**src/rtl/processor_stage2_if.sv**
```systemverilog
// Bus between fetch, the processor_stage2 decode/issue stage and downstream execute.
// The master modport is the environment side; the slave modport is the stage itself.
interface processor_stage2_if #(
  parameter int ADDR_SIZE = 18,
  parameter int WORD_SIZE = 18
);
  logic                 stall;
  logic                 resume;
  logic                 no_operation_in;
  logic [ADDR_SIZE-1:0] ip_in;
  logic [ADDR_SIZE-1:0] ip_plus_one_in;
  logic [WORD_SIZE-1:0] code_word;
  logic                 fetch_hold;
  logic                 call_performed;
  logic [WORD_SIZE-1:0] ip_to_call;
  logic                 no_operation_out;
  logic [3:0]           opcode_out;
  logic [2:0]           reg0_out;
  logic [2:0]           reg1_out;
  logic [WORD_SIZE-1:0] imm_out;
  logic [ADDR_SIZE-1:0] ip_out;
  logic [ADDR_SIZE-1:0] link_out;
  logic                 halted;
  logic [15:0]          instr_count;
  logic [15:0]          bubble_count;

  modport master (
    output stall, resume, no_operation_in, ip_in, ip_plus_one_in, code_word,
    input  fetch_hold, call_performed, ip_to_call, no_operation_out, opcode_out,
           reg0_out, reg1_out, imm_out, ip_out, link_out, halted,
           instr_count, bubble_count
  );

  modport slave (
    input  stall, resume, no_operation_in, ip_in, ip_plus_one_in, code_word,
    output fetch_hold, call_performed, ip_to_call, no_operation_out, opcode_out,
           reg0_out, reg1_out, imm_out, ip_out, link_out, halted,
           instr_count, bubble_count
  );
endinterface

```
**src/rtl/processor_stage2.sv**
```systemverilog
// Decode/issue stage with a one-entry skid buffer, RUN/HALT control and call redirect.
// Optional saturating perf counters are enabled by defining DECODE_PERF_COUNTERS_EN.
module processor_stage2 #(
  parameter int ADDR_SIZE = 18,
  parameter int WORD_SIZE = 18
) (
  input logic                 clock,
  input logic                 reset,
  processor_stage2_if.slave   bus
);

  typedef enum logic {ST_RUN, ST_HALT} state_t;

  state_t               r_state;
  state_t               w_state_next;

  logic                 r_skid_valid;
  logic [WORD_SIZE-1:0] r_skid_word;
  logic [ADDR_SIZE-1:0] r_skid_ip;
  logic [ADDR_SIZE-1:0] r_skid_ip1;

  logic                 r_no_op;
  logic [3:0]           r_opcode;
  logic [2:0]           r_reg0;
  logic [2:0]           r_reg1;
  logic [WORD_SIZE-1:0] r_imm;
  logic [ADDR_SIZE-1:0] r_ip;
  logic [ADDR_SIZE-1:0] r_link;

  logic                 w_valid;
  logic [WORD_SIZE-1:0] w_word;
  logic [ADDR_SIZE-1:0] w_ip;
  logic [ADDR_SIZE-1:0] w_ip1;
  logic [3:0]           w_opcode;
  logic                 w_issue;
  logic                 w_is_halt;
  logic                 w_is_call;
  logic                 w_emit_instr;
  logic                 w_skid_load;
  logic [WORD_SIZE-1:0] w_imm;

  // A held skid entry always wins over the live fetch slot.
  assign w_valid   = r_skid_valid | ~bus.no_operation_in;
  assign w_word    = r_skid_valid ? r_skid_word : bus.code_word;
  assign w_ip      = r_skid_valid ? r_skid_ip   : bus.ip_in;
  assign w_ip1     = r_skid_valid ? r_skid_ip1  : bus.ip_plus_one_in;
  assign w_opcode  = w_word[17:14];
  assign w_issue   = w_valid & ~bus.stall & (r_state == ST_RUN);
  assign w_is_halt = (w_opcode == 4'hE);
  assign w_is_call = (w_opcode == 4'hC) | (w_opcode == 4'hF);

  assign w_emit_instr = w_issue & ~w_is_halt;
  assign w_skid_load  = bus.stall & ~bus.no_operation_in & ~r_skid_valid;

  assign bus.fetch_hold     = bus.stall | (r_state == ST_HALT) | (w_issue & w_is_halt);
  assign bus.call_performed = w_issue & w_is_call;
  assign bus.ip_to_call     = {{(WORD_SIZE-14){1'b0}}, w_word[13:0]};

  always_comb begin
    // NOTE: every always_comb target gets a default first so no path can infer a latch.
    w_imm = {{(WORD_SIZE-8){w_word[7]}}, w_word[7:0]};
    if (w_is_call) w_imm = {{(WORD_SIZE-14){1'b0}}, w_word[13:0]};
  end

  always_comb begin
    w_state_next = r_state;
    case (r_state)
      ST_RUN:  if (w_issue && w_is_halt) w_state_next = ST_HALT;
      ST_HALT: if (bus.resume)           w_state_next = ST_RUN;
      default: w_state_next = ST_RUN;
    endcase
  end

  // NOTE: sequential state uses non-blocking assignments so every register samples pre-edge values.
  always_ff @(posedge clock) begin
    if (!reset) begin
      r_state      <= ST_RUN;
      r_skid_valid <= 1'b0;
      r_no_op      <= 1'b1;
      r_opcode     <= '0;
      r_reg0       <= '0;
      r_reg1       <= '0;
      r_imm        <= '0;
      r_ip         <= '0;
      r_link       <= '0;
    end else begin
      r_state <= w_state_next;
      if (w_skid_load)
        r_skid_valid <= 1'b1;
      else if (!bus.stall && r_state == ST_RUN)
        r_skid_valid <= 1'b0;
      if (!bus.stall) begin
        r_no_op <= ~w_emit_instr;
        if (w_emit_instr) begin
          r_opcode <= w_opcode;
          r_reg0   <= w_word[13:11];
          r_reg1   <= w_word[10:8];
          r_imm    <= w_imm;
          r_ip     <= w_ip;
          r_link   <= w_ip1;
        end
      end
    end
  end

  // NOTE: the skid payload needs no reset; r_skid_valid alone decides whether it is used.
  always_ff @(posedge clock) begin
    if (w_skid_load) begin
      r_skid_word <= bus.code_word;
      r_skid_ip   <= bus.ip_in;
      r_skid_ip1  <= bus.ip_plus_one_in;
    end
  end

  assign bus.no_operation_out = r_no_op;
  assign bus.opcode_out       = r_opcode;
  assign bus.reg0_out         = r_reg0;
  assign bus.reg1_out         = r_reg1;
  assign bus.imm_out          = r_imm;
  assign bus.ip_out           = r_ip;
  assign bus.link_out         = r_link;
  assign bus.halted           = (r_state == ST_HALT);

`ifdef DECODE_PERF_COUNTERS_EN
  logic [15:0] r_instr_count;
  logic [15:0] r_bubble_count;

  always_ff @(posedge clock) begin
    if (!reset) begin
      r_instr_count  <= '0;
      r_bubble_count <= '0;
    end else begin
      if (w_emit_instr && r_instr_count != 16'hFFFF)
        r_instr_count <= r_instr_count + 16'd1;
      if (!bus.stall && !w_emit_instr && r_bubble_count != 16'hFFFF)
        r_bubble_count <= r_bubble_count + 16'd1;
    end
  end

  assign bus.instr_count  = r_instr_count;
  assign bus.bubble_count = r_bubble_count;
`else
  assign bus.instr_count  = '0;
  assign bus.bubble_count = '0;
`endif

endmodule

```
**src/flat_wrapper.sv**
```systemverilog
// flat-port wrapper written by rule: the top's interface ports become plain ports
module processor_stage2_flat 
#(
  parameter int ADDR_SIZE = 18,
  parameter int WORD_SIZE = 18
)
  (clock, reset, bus_stall, bus_resume, bus_no_operation_in, bus_ip_in, bus_ip_plus_one_in, bus_code_word, bus_fetch_hold, bus_call_performed, bus_ip_to_call, bus_no_operation_out, bus_opcode_out, bus_reg0_out, bus_reg1_out, bus_imm_out, bus_ip_out, bus_link_out, bus_halted, bus_instr_count, bus_bubble_count);
  processor_stage2_if #(.ADDR_SIZE(ADDR_SIZE), .WORD_SIZE(WORD_SIZE)) bus_i ();
  input logic clock;
  input logic reset;
  input wire logic [$bits(bus_i.stall)-1:0] bus_stall;
  input wire logic [$bits(bus_i.resume)-1:0] bus_resume;
  input wire logic [$bits(bus_i.no_operation_in)-1:0] bus_no_operation_in;
  input wire logic [$bits(bus_i.ip_in)-1:0] bus_ip_in;
  input wire logic [$bits(bus_i.ip_plus_one_in)-1:0] bus_ip_plus_one_in;
  input wire logic [$bits(bus_i.code_word)-1:0] bus_code_word;
  output wire logic [$bits(bus_i.fetch_hold)-1:0] bus_fetch_hold;
  output wire logic [$bits(bus_i.call_performed)-1:0] bus_call_performed;
  output wire logic [$bits(bus_i.ip_to_call)-1:0] bus_ip_to_call;
  output wire logic [$bits(bus_i.no_operation_out)-1:0] bus_no_operation_out;
  output wire logic [$bits(bus_i.opcode_out)-1:0] bus_opcode_out;
  output wire logic [$bits(bus_i.reg0_out)-1:0] bus_reg0_out;
  output wire logic [$bits(bus_i.reg1_out)-1:0] bus_reg1_out;
  output wire logic [$bits(bus_i.imm_out)-1:0] bus_imm_out;
  output wire logic [$bits(bus_i.ip_out)-1:0] bus_ip_out;
  output wire logic [$bits(bus_i.link_out)-1:0] bus_link_out;
  output wire logic [$bits(bus_i.halted)-1:0] bus_halted;
  output wire logic [$bits(bus_i.instr_count)-1:0] bus_instr_count;
  output wire logic [$bits(bus_i.bubble_count)-1:0] bus_bubble_count;
  assign bus_i.stall = bus_stall;
  assign bus_i.resume = bus_resume;
  assign bus_i.no_operation_in = bus_no_operation_in;
  assign bus_i.ip_in = bus_ip_in;
  assign bus_i.ip_plus_one_in = bus_ip_plus_one_in;
  assign bus_i.code_word = bus_code_word;
  assign bus_fetch_hold = bus_i.fetch_hold;
  assign bus_call_performed = bus_i.call_performed;
  assign bus_ip_to_call = bus_i.ip_to_call;
  assign bus_no_operation_out = bus_i.no_operation_out;
  assign bus_opcode_out = bus_i.opcode_out;
  assign bus_reg0_out = bus_i.reg0_out;
  assign bus_reg1_out = bus_i.reg1_out;
  assign bus_imm_out = bus_i.imm_out;
  assign bus_ip_out = bus_i.ip_out;
  assign bus_link_out = bus_i.link_out;
  assign bus_halted = bus_i.halted;
  assign bus_instr_count = bus_i.instr_count;
  assign bus_bubble_count = bus_i.bubble_count;
  processor_stage2 #(.ADDR_SIZE(ADDR_SIZE), .WORD_SIZE(WORD_SIZE)) u_core (.clock(clock), .reset(reset), .bus(bus_i));
endmodule
```
**config.mk**
```make
export PLATFORM = sky130hd
export DESIGN_NAME = processor_stage2_flat
export DESIGN_NICKNAME = d
export VERILOG_FILES = /design/src/rtl/processor_stage2_if.sv /design/src/rtl/processor_stage2.sv /design/src/flat_wrapper.sv
export SDC_FILE = /design/constraint.sdc
export NUM_CORES = 1
export LEC_CHECK = 0
export CAP_MARGIN = 20
export CORE_ASPECT_RATIO = 1.4
export CORE_MARGIN = 5
export CORE_UTILIZATION = 25
export CTS_BUF_LIST = sky130_fd_sc_hd__clkbuf_2
export CTS_CLUSTER_DIAMETER = 30
export CTS_CLUSTER_SIZE = 24
export DETAILED_ROUTE_END_ITERATION = 10
export PLACE_DENSITY_LB_ADDON = 0.2
export SLEW_MARGIN = 20
export SYNTH_ARGS = -nofsm -noshare
export SYNTH_HDL_FRONTEND = slang
export SYNTH_SLANG_ARGS = --single-unit
```
**constraint.sdc**
```tcl
create_clock -name clock -period 3.6 [get_ports clock]
set_input_delay 0.72 -clock clock [delete_from_list [all_inputs] [get_ports clock]]
set_output_delay 0.72 -clock clock [all_outputs]
set_load 0.01 [all_outputs]
```
==> results of run 1 <==
==> registers in the layout (all words and copies together), names as in the netlist <==
register and count:
u_core.bus.halted 1, u_core.bus.reg1_out 3, u_core.r_skid_valid 1, u_core.r_skid_ip 18, u_core.bus.imm_out 15, u_core.bus.opcode_out 4, u_core.r_skid_ip1 18, u_core.r_skid_word 18
u_core.bus.reg0_out 3, u_core.bus.ip_out 18, u_core.bus.link_out 18, u_core.bus.no_operation_out 1
==> metrics by stage <==
step,power (mW),hold slack [ps],utilization [%],cells
after floorplan,1.91,498,-,444
after global placement,2.15,473,32.0,777
after detailed placement,2.15,474,32.0,777
after CTS,3.24,501,33.5,809
after global routing,3.36,469,33.6,814
final,3.19,497,33.6,814
==> cell type report <==
type,instances,area [um2]
fill,2122,14100
sequential,118,2910
multi-input combinational,235,1990
timing repair buffer,160,1580
tap,260,325
clock inverter,13,205
clock buffer,19,95.1
inverter,8,30.0
antenna,1,2.50
==> worst reg2reg max path: stages, from the launching register on <==
cell	delay [ps]
dfxtp_4	440
buf_4	510
mux2i_4	400
o211a_4	320
nor2_8	120
buf_12	230
a211oi_2	230
==> cells in the final DEF (no fill, tap or decap), types with 2 or more instances in the layout <==
cell / instances
a21oi_1: 46
bufinv_16: 5
a21o_1: 7
clkdlybuf4s50_1: 140
a21oi_2: 4
clkinv_4: 2
inv_1: 7
clkinvlp_4: 4
edfxtp_1: 54
a211oi_2: 44
buf_12: 2
mux2_4: 2
nand2_1: 3
nor3_1: 3
conb_1: 36
o21ai_0: 3
clkinv_1: 2
mux2_2: 14
mux2i_1: 39
dfxtp_1: 63
a221o_1: 6
buf_4: 18
clkbuf_2: 19
nor2_1: 3
o311a_1: 7
==> routing by layer <==
metal	vias up	part of all wire [%]	wire (um)	track usage, %
met5	-	0	0	0
met2	129	51	7650	20.7
met4	0	1.6	232	4.40
met1	1855	41	6130	13.9
met3	13	5.8	868	3.97
li1	1712	-	-	-
==> synthesized netlist by cell type (all sizes together) <==
master	count
a211oi	44
a21o	7
a21oi	50
a221o	6
and3	1
and3b	1
buf	79
clkbuf	4
clkinv	1
conb	1
dfxtp	64
edfxtp	54
inv	7
mux2	16
mux2i	40
nand2	3
nand2b	1
nor2	5
nor2b	1
nor3	3
nor4	1
o2111a	1
o211a	1
o211ai	2
o21a	1
o21ai	5
o221a	1
o311a	7
or4	1
xnor2	1
==> power by group <==
| part | switching, mW | leakage, nW | total, mW | internal (mW) |
|---|---|---|---|---|
| combinational | 0.289 | 1.30 | 0.585 | 0.297 |
| clock | 0.541 | 0.162 | 1.07 | 0.527 |
| sequential | 0.0454 | 1.03 | 1.53 | 1.49 |
| total | 0.875 | 2.49 | 3.19 | 2.31 |
==> logic make-up after synthesis <==
kind of cell    Yosys count  share of synthesized area, %
buf+inv                  91                          12.0
simple gates             17                          2.25
mux                      56                          11.1
xor+xnor                  1                         0.301
other cells               1                        0.0695
flops                   118                          53.8
compound gates          125                          20.5
==> worst min-delay path by stage <==
stage,cells after the start,slack [ps],to,start
after global routing,1,470,u_core.r_skid_ip1[5],bus_ip_plus_one_in[5]
after floorplan,2,500,u_core.bus.opcode_out[0],u_core.bus.opcode_out[0]
after detailed placement,2,470,u_core.bus.opcode_out[0],u_core.bus.opcode_out[0]
final,2,500,u_core.bus.opcode_out[0],u_core.bus.opcode_out[0]
after CTS,2,500,u_core.bus.opcode_out[0],u_core.bus.opcode_out[0]
after global placement,1,470,u_core.bus.imm_out[10],u_core.bus.imm_out[10]
==> what timing repair did <==
item / CTS / global route
setup buffers: 0 / 4
hold buffers: 0 / 0
resized for setup: 0 / 0
endpoints found under the hold margin: 0 / 0
endpoints found under the setup margin: 0 / 1
==> flow_summary_export.csv, run 1 <==
group,metric,value,unit
sta,report.final.slew_viol_count,0,
die,dieArea,24700,um2
sta,hold_viol,0,
setup_path,crit_top_cell,"clkdlybuf4s50_1",
die,ios,177,
layout,drive_above_1_share,23.1,%
place,dpl.hpwl,10400,um
grt,grt_pass1_wl,22900,um
clock_tree,cts_max_path_buffers,2,
route,drt-vias-per-instance,4.56,
route,wl,14900,um
die,fp.dieH,184,um
setup_path,r2r_start,"u_core.r_skid_valid",
setup_path,path_delay_family,"buffers and inverters",
clock_tree,clkLatencyLatePin,680,ps
synth,syn-cell-area,5400,um2
place,placed_area,6800,um2
power,p_leak,2.49,nW
setup_path,critPathMaxStageDelay,580,ps
sta,timing.final.ws_setup,150,ps
clock_tree,cts_tree,"yes",
clock_tree,cts_buffers,17,
route,first_iter_violations,128,
grt,grt_overflow,0,
clock_tree,clock-sinks,118,
hold_path,hold_path_class,"reg2reg",
sta,fin_skew,46.6,ps
setup_path,r2r-end,"u_core.bus.link_out[8]",
sta,fmax,290,MHz
place,portBuffers,140,
die,fp.coreArea,21200,um2
run,drv_cap,0,
sta,min_period_over_period,95.8,%
synth,synth_seq_cells,118,
setup_path,crit_chain,"clkdlybuf4s50_1, mux2_4, or4_1, nand2_1, clkdlybuf4s50_1",
sta,tightest_slew,701,ps
setup_path,cp_max_fo,3,
grt,gr-usage-all-layers,12.0,%
die,fp-row-count,63,
setup_path,arrival,2730,ps
setup_path,critPathLaunchType,"input port",
run_status,status,"complete, no violations",
place,place_ws,139,ps
setup_path,crit_type,"in2out",
grt,antenna_found_initial,1,
sta,rsz0062_at_grt,"no",
power,powerDensity,447,nW/um2
power,ir_worst_vdd,173,uV
setup_path,cp-startpoint,"bus_code_word[14]",
route,drc,0,
route,wire_per_inst,18.3,um
grt,grt_max_degree,33,
layout,nNetsFinal,599,
setup_path,r2r_slack,1290,ps
die,die_x,134,um
sta,min_period,3450,ps
setup_path,endpoint,"bus_fetch_hold",
setup_path,crit_required,2880,ps
synth,synth_warnings,0,
clock_tree,clk_pin_slew,230,ps
die,start_util,25.4,%
sta,slew_headroom,53.1,%
setup_path,cp_num_cells,5,
synth,avgSynthCellArea,13.2,um2
sta,tns,0,ps
layout,syn_to_final_growth,32.1,%
setup_path,crit_path_end_kind,"output port",
synth,synth.area.top_cells,"edfxtp_1, dfxtp_1, a211oi_2",
clock_tree,htreeDepth,4,
route,vias,3709,
setup_path,worst-path-buf-inv,2,
sta,finalSetupViolCount,0,
clock_tree,clockRootBuffer,"clkbuf_2",
synth,netlist.area_leader.share,30.0,%
synth,seq_area_frac_synth,53.8,%
route,drtPass1Iterations,6,
route,drt.antenna.violating_nets,0,
synth,syn_inst,409,
synth,yosys.area.top_type,"edfxtp_1",
synth,ys_types,40,
place,gp_congestion,0.754,
layout,stdcell_area,7130,um2
setup_path,crit_slowest_cell,"or4_1",
setup_path,reg2reg_depth,6,
grt,grt_pass1_vias,3936,
No activity file was read; power rests on OpenSTA's default activity.
==> inputs of run 2 (changes only) <==
--- a/config.mk
+++ b/config.mk
@@ -13,8 +13,10 @@
 export CTS_CLUSTER_DIAMETER = 30
 export CTS_CLUSTER_SIZE = 24
 export DETAILED_ROUTE_END_ITERATION = 10
+export GPL_ROUTABILITY_DRIVEN = 1
 export PLACE_DENSITY_LB_ADDON = 0.2
-export SLEW_MARGIN = 20
+export SLEW_MARGIN = 40
 export SYNTH_ARGS = -nofsm -noshare
 export SYNTH_HDL_FRONTEND = slang
 export SYNTH_SLANG_ARGS = --single-unit
+export TNS_END_PERCENT = 5
==> results of run 2 <==
The final DEF is identical to that of run 1; final timing and power are the same.
